### config.mk
export PLATFORM = sky130hd
export DESIGN_NAME = aes_engine_key_generator
export DESIGN_NICKNAME = d
export VERILOG_FILES = /design/src/rtl/aes_engine_key_generator.sv
export SDC_FILE = /design/constraint.sdc
export NUM_CORES = 2
export LEC_CHECK = 0
export ABC_AREA = 1
export ABC_CLOCK_PERIOD_IN_PS = 8200
export BUFFER_PORTS_ARGS = -buffer_cell sky130_fd_sc_hd__buf_2
export CORE_AREA = 2 2 597 599
export DETAILED_ROUTE_END_ITERATION = 8
export DIE_AREA = 0 0 599 601
export GPL_TIMING_DRIVEN = 0
export PLACE_DENSITY_LB_ADDON = 0.12
export SYNTH_ARGS = -nofsm -noshare
export SYNTH_HDL_FRONTEND = slang
export SYNTH_SLANG_ARGS = --single-unit
export TNS_END_PERCENT = 5
### constraint.sdc
create_clock -name clk -period 8.2 [get_ports clk]
set_input_delay 1.23 -clock clk [delete_from_list [all_inputs] [get_ports clk]]
set_output_delay 1.23 -clock clk [all_outputs]
set_load 0.02 [all_outputs]
### src/rtl/aes_engine_key_generator.sv
// AES-128 key-expansion front end: latches the cipher key on engine_start,
// derives one round key per clock, then raises transformer_start and holds
// the 11 round keys stable until the round transformer reports done.
module aes_engine_key_generator (
  input  logic         clk,
  input  logic         rst_,
  input  logic [127:0] key_in,
  input  logic         engine_start,
  input  logic         transformer_done,
  output logic         transformer_start,
  output logic [127:0] round0_key,
  output logic [127:0] round1_key,
  output logic [127:0] round2_key,
  output logic [127:0] round3_key,
  output logic [127:0] round4_key,
  output logic [127:0] round5_key,
  output logic [127:0] round6_key,
  output logic [127:0] round7_key,
  output logic [127:0] round8_key,
  output logic [127:0] round9_key,
  output logic [127:0] round10_key
);

  typedef enum logic [1:0] {IDLE, EXPAND, READY} state_t;

  // S-box ROM, row 0 in the most significant bits so byte x sits at {~x,3'b000}
  localparam logic [2047:0] SBOX_ROM = {
    128'h637c777bf26b6fc53001672bfed7ab76,
    128'hca82c97dfa5947f0add4a2af9ca472c0,
    128'hb7fd9326363ff7cc34a5e5f171d83115,
    128'h04c723c31896059a071280e2eb27b275,
    128'h09832c1a1b6e5aa0523bd6b329e32f84,
    128'h53d100ed20fcb15b6acbbe394a4c58cf,
    128'hd0efaafb434d338545f9027f503c9fa8,
    128'h51a3408f929d38f5bcb6da2110fff3d2,
    128'hcd0c13ec5f974417c4a77e3d645d1973,
    128'h60814fdc222a908846eeb814de5e0bdb,
    128'he0323a0a4906245cc2d3ac629195e479,
    128'he7c8376d8dd54ea96c56f4ea657aae08,
    128'hba78252e1ca6b4c6e8dd741f4bbd8b8a,
    128'h703eb5664803f60e613557b986c11d9e,
    128'he1f8981169d98e949b1e87e9ce5528df,
    128'h8ca1890dbfe6426841992d0fb054bb16
  };

  state_t         state, state_next;
  logic [3:0]     rcount;
  logic [127:0]   rk [0:10];
  logic [127:0]   prev_key;
  logic [127:0]   next_key;
  logic [31:0]    rot_word;
  logic [31:0]    sub_word;
  logic [31:0]    temp_word;
  logic [7:0]     rcon;
  logic [31:0]    n0, n1, n2, n3;

  function automatic logic [7:0] sbox(input logic [7:0] x);
    return SBOX_ROM[{~x, 3'b000} +: 8];
  endfunction

  // Next-state decode for the IDLE -> EXPAND -> READY -> IDLE sequence
  always_comb begin
    state_next = state;
    case (state)
      IDLE:    if (engine_start) state_next = EXPAND;
      EXPAND:  if (rcount == 4'd10) state_next = READY;
      READY:   if (transformer_done) state_next = IDLE;
      default: state_next = IDLE;
    endcase
  end

  // Pick the previously stored round key and the round constant for this step
  always_comb begin
    prev_key = '0;
    for (int i = 0; i < 10; i++) begin
      if (rcount == 4'(i + 1)) prev_key = rk[i];
    end
    case (rcount)
      4'd1:    rcon = 8'h01;
      4'd2:    rcon = 8'h02;
      4'd3:    rcon = 8'h04;
      4'd4:    rcon = 8'h08;
      4'd5:    rcon = 8'h10;
      4'd6:    rcon = 8'h20;
      4'd7:    rcon = 8'h40;
      4'd8:    rcon = 8'h80;
      4'd9:    rcon = 8'h1b;
      4'd10:   rcon = 8'h36;
      default: rcon = 8'h00;
    endcase
  end

  // One key-schedule step: RotWord, SubWord, Rcon, then the chained word XORs
  always_comb begin
    rot_word  = {prev_key[23:0], prev_key[31:24]};
    sub_word  = {sbox(rot_word[31:24]), sbox(rot_word[23:16]),
                 sbox(rot_word[15:8]),  sbox(rot_word[7:0])};
    temp_word = sub_word ^ {rcon, 24'h000000};
    n0        = prev_key[127:96] ^ temp_word;
    n1        = n0 ^ prev_key[95:64];
    n2        = n1 ^ prev_key[63:32];
    n3        = n2 ^ prev_key[31:0];
    next_key  = {n0, n1, n2, n3};
  end

  // State, round counter and transformer_start (high exactly while in READY)
  always_ff @(posedge clk) begin
    if (rst_) begin
      state             <= IDLE;
      rcount            <= 4'd0;
      transformer_start <= 1'b0;
    end else begin
      state             <= state_next;
      transformer_start <= (state_next == READY);
      if (state == IDLE && engine_start) rcount <= 4'd1;
      else if (state == EXPAND) rcount <= (rcount == 4'd10) ? 4'd0 : rcount + 4'd1;
    end
  end

  // Round key storage: load on an accepted start, fill one slot per EXPAND cycle
  always_ff @(posedge clk) begin
    if (rst_) begin
      for (int i = 0; i <= 10; i++) rk[i] <= '0;
    end else if (state == IDLE && engine_start) begin
      rk[0] <= key_in;
      for (int i = 1; i <= 10; i++) rk[i] <= '0;
    end else if (state == EXPAND) begin
      for (int i = 1; i <= 10; i++) begin
        if (rcount == 4'(i)) rk[i] <= next_key;
      end
    end
  end

  assign round0_key  = rk[0];
  assign round1_key  = rk[1];
  assign round2_key  = rk[2];
  assign round3_key  = rk[3];
  assign round4_key  = rk[4];
  assign round5_key  = rk[5];
  assign round6_key  = rk[6];
  assign round7_key  = rk[7];
  assign round8_key  = rk[8];
  assign round9_key  = rk[9];
  assign round10_key = rk[10];

endmodule

# --- Word level (Yosys, flattened, before mapping) ---
# Memory sizes are Yosys's and may differ from the RTL's.
# Cells that the tools add are included.
# W data, S select, Z words.
totals:
  regBits: 7
  ram_bits: 1408
  romBits: 128
  in_bits: 132
  out_inout_bits: 1409
  n_memories: 2
op_classes:
  n_addsub: 1
  eq_ne: 13
  shifts: 4
  mux: 93
  n_bitwise: 30
  n_reduce_logical: 4
mem_list:
  columns: ["memory", "depth", "word_bits", "rd", "rd_ports_with_merged_regs", "write_ports", "line_no", "source"]
  rows:
  - ["rk", 11, 128, 11, 0, 11, "48", "logic [127:0] rk [0:10];"]
  - ["(name not given)", 16, 8, 1, 0, 0, "78", "case (rcount)"]
ops:
  columns: ["cell", "n"]
  rows:
  - ["$shiftx A2048 B12 Y8 const A", 4]
  - ["$mux W128", 31]
  - ["$xor A32 B32 Y32", 5]
  - ["$mux W1", 57]
  - ["$not A8 Y8", 4]
  - ["$or A1 B1 Y1", 21]
  - ["$eq A4 B3 Y1 const B", 4]
  - ["$eq A4 B4 Y1 const B", 3]
  - ["$eq A4 B2 Y1 const B", 2]
  - ["$mux W2", 3]
  - ["$pmux W2 S3", 1]
  - ["$add A4 B1 Y4 const B", 1]
  - ["$eq A2 B2 Y1 const B", 2]
  - ["$eq A4 B1 Y1 const B", 1]
  - ["$mux W4", 1]
  - ["$eq A2 B1 Y1 const B", 1]
  - ["$logic_not A2 Y1", 1]
  - ["$reduce_bool A2 Y1", 1]
  - ["$reduce_or A2 Y1", 1]
  - ["$logic_and A1 B1 Y1", 1]

# --- Depth between registers and ports, before layout ---
depth:
  ltp_word: 19
  depth_mapped: 37
  depth_no_buf: 36

# --- Least setup slack after synthesis ---
# No wires, ideal clock.
synth_timing:
  path_kind: "flip-flop to flip-flop"
  start: "register rcount[0]"
  end: "memory rk[10][0], enable pin"
  setup_time_ps: 1427
  arrival_ps: 5752
  slack_ps: 1021
  path_stages_with_launch: 17
  period_less_slack_ps: 7179
  cell_sequence: "dfxtp_1 inv_1 ha_1 buf_2 inv_1 nor2_4 buf_4 buf_2 buf_4 buf_4 buf_2 buf_2 buf_2 nand2_1 clkbuf_1 clkbuf_1 nand3_1"
synth_lines:
  columns: ["element", "line_no", "source"]
  rows:
  - ["start: declaration", "47", "logic [3:0] rcount;"]
  - ["start signal: assignment", "116", "else if (state == EXPAND) rcount <= (rcount == 4'd10) ? 4'd0 : rcount + 4'd1;"]
  - ["end: declaration", "48", null]

==> key figures <==
Routing
  – Starting DRC count in detailed routing: 10842
  – Vias: 82005
  – 1st-pass router iterations: 8
  – DRC: 0
  – Drt total wl: 661 mm
  – Vias/cell: 5.26
  – Post-DRT Antenna Nets: 0
  – Routed len/inst: 42.4 um

Timing
  – Final Hold Vio Count: 0
  – Fin Hold WS: 518 ps
  – Worst Tran Pin Value: 1580 ps
  – Slew Limit Headroom: -5.59%
  – Max-slew violations: 33
  – Tmin final: 8020 ps
  – Setup Viol. Count Final: 0
  – Final period utilization: 97.8%
  – Fmax: 125 MHz
  – RSZ-0062 raised after global routing: false
  – Clock skew: 85.3 ps

Synth
  – Post-Synthesis Cells: 8938
  – Main synth FF type: edfxtp_1
  – Seq/Total Area, Yosys: 55.4%
  – Post-synth EDFFs: 1408
  – Mapped Avg Cell Area: 8.57 um^2
  – Netlist Area Pre-Place: 76600 um^2
  – Yosys cell types: 54
  – YS warnings: 0
  – Net Count, Synth: 9132
  – Synthesis-stage register bit count: 1415
  – Asr flop ratio synth: 0%

Power
  – Pleak: 44.4 nW
  – Maximum VDD drop: 142 uV
  – Pwr Density: 249 nW/um^2
  – Post-route total power: 24.1 mW

GRT
  – Global route overflow: 0
  – Vias in the first global route: 76849
  – First-pass GRT wire length: 837 mm
  – Initial antenna violation count: 58
  – Tot GR Track Use: 35.4%
  – Largest net degree at the start of global routing: 76

Flow run
  – Maxcap violations: 4

Clock network
  – Root Driver: clkbuf_16
  – Post-CTS Hold Buffers: 0
  – CTS tree: yes
  – Post-CTS setup buffer count: 0
  – H-Tree Depth: 4
  – Skew-Pair Late Insertion Delay: 920 ps
  – CTS sink cnt: 1415
  – Max clock buf depth: 4
  – Num CTS Buffers: 180
  – Clock edge transition at the registers on the reported setup and hold paths: 60 ps

Floorplanning
  – Total Die Area: 360000 um^2
  – # IOs: 1541
  – Core ar.: 354000 um^2
  – Die Span Y: 601 um
  – Die W: 599 um
  – Site Rows: 219
  – Initial Util: 21.6%

Worst setup path
  – Critical Path End Type: register
  – CP arrival: 8590 ps
  – Setup CP Type: reg -> reg
  – CP max-delay cell: clkbuf_1
  – CP Launch Type: register
  – CP Max Fanout: 14
  – Largest stage delay, worst path: 710 ps
  – Worst endpoint required time: 8770 ps

Run status
  – Status: finished with violations
  – Failing checks: max-capacitance violations, max-slew violations

Layout
  – Commonest non-fill, non-tap cell in the layout: nand2_1
  – Most frequent cells in the layout: nand2_1 (2107), nor2_1 (1884), buf_2 (1801)
  – Synthesis-to-layout area growth: 26.5%
  – Design Area, Final: 96900 um^2
  – Share of layout cells above drive strength 1: 22.6%
  – Final nets: 10889

Placed design
  – DPL Wire Length: 536 mm
  – IO Port Bufs: 1539
  – Cell area after placement: 91200 um^2
  – RePlAce Congestion: 0.986

Worst hold path
  – HP Class: reg -> reg
[cell families (layout without fill, tap and decap cells)]
| logic type | count (synthesis) | in the layout | synth area share, % |
|---|---|---|---|
| buffers and inverters | 1081 | 2972 | 6.40 |
| XOR/XNOR | 1 | 1 | 0.0114 |
| flip-flops | 1415 | 1415 | 55.4 |
| AND/OR/NAND/NOR | 5729 | 5729 | 31.7 |
| adder cells (fa/ha/maj) | 62 | 62 | 1.01 |
| AO/OA/AOI/OAI | 650 | 650 | 5.45 |
| other | 0 | 20 | 0 |
[worst paths after layout]
path	startpoint	end	slack, ps	cells past startpoint
min	rcount[1]	rcount[1]	520	2
max	rcount[0]	rk[7][42]	180	29
min reg2reg	rcount[1]	rcount[1]	520	2
max reg2reg	rcount[0]	rk[7][42]	180	29
[what timing repair did]
item	in CTS	in global routing
endpoints found under the setup margin	46	63
resized for setup	1	4
cloned	0	0
[sequential cells by signal, summed over array words and instances, names as in the netlist]
| name | cells |
|---|---|
| transformer_start | 1 |
| rk | 1408 |
| rcount | 4 |
| state | 2 |
[through the flow]
step	instances	utilization [%]	setup TNS, ps	setup slack (ps)
global placement	15228	25.5	-3871940	-8260
CTS	15580	27.3	0	54.5
detailed placement	15264	25.8	-648	-88.0
floorplan	8938	-	0	1020
finish	15600	27.4	0	177
global route	15581	27.3	0	9.02
[area by class of cell]
cell class / instances / area (um^2)
repair buffers: 1575 / 8550
plain buffers: 647 / 3290
well taps: 4751 / 5940
flip-flops and latches: 1415 / 42400
inverters: 434 / 1640
fillers: 39111 / 257000
multi-input cells: 6442 / 29400
diodes: 20 / 50.0
clock buffers: 219 / 4700
clock inverters: 97 / 883
[worst max-delay path, delay by kind of cell, from the launching register on]
| kind | cells | cell delay, ps |
|---|---|---|
| adders and majority gates | 2 | 480 |
| DFF | 1 | 340 |
| buffers and inverters | 7 | 2550 |
| and+or+nand+nor | 20 | 4200 |
[synthesized netlist by cell type, types with 12 or more instances]
library cell  instances  share of area, %
nand2_4              17              0.25
nand2_2              99              0.81
nor2_2               17              0.14
nand3_2              25              0.33
o21ai_0             115              0.75
clkinv_1             18             0.088
buf_4                71              0.70
o211ai_1             22              0.22
ha_1                 62               1.0
a31oi_1              33              0.27
nand3_1            1419               9.3
inv_1               381               1.9
a21oi_1             187               1.2
buf_2               261               1.7
inv_2                32              0.16
nand4_1              79              0.65
o22ai_1              60              0.49
or2_2                17              0.14
a22oi_1              86              0.84
nand3b_1             12              0.12
clkbuf_1            236               1.2
nor2_1             1885               9.2
edfxtp_1           1408                55
nand2_1            2118                10
o21ai_1              20              0.13
buf_6                31              0.46
buf_1                47              0.23
o2111ai_1            38              0.43
o221ai_1             62              0.71
[power breakdown]
part           leakage, nW  switching (mW)  internal [mW]
clock network         2.73            3.56           4.46
registers             15.4           0.348           8.43
logic                 26.3            6.16           1.18
[routing by layer]
layer  GRT usage (%)  wire length [um]
met1            44.8            267000
met4            16.7             37500
met2            56.8            302000
met5               0                82
met3            8.18             55000
(Power assumes the default switching activity.)
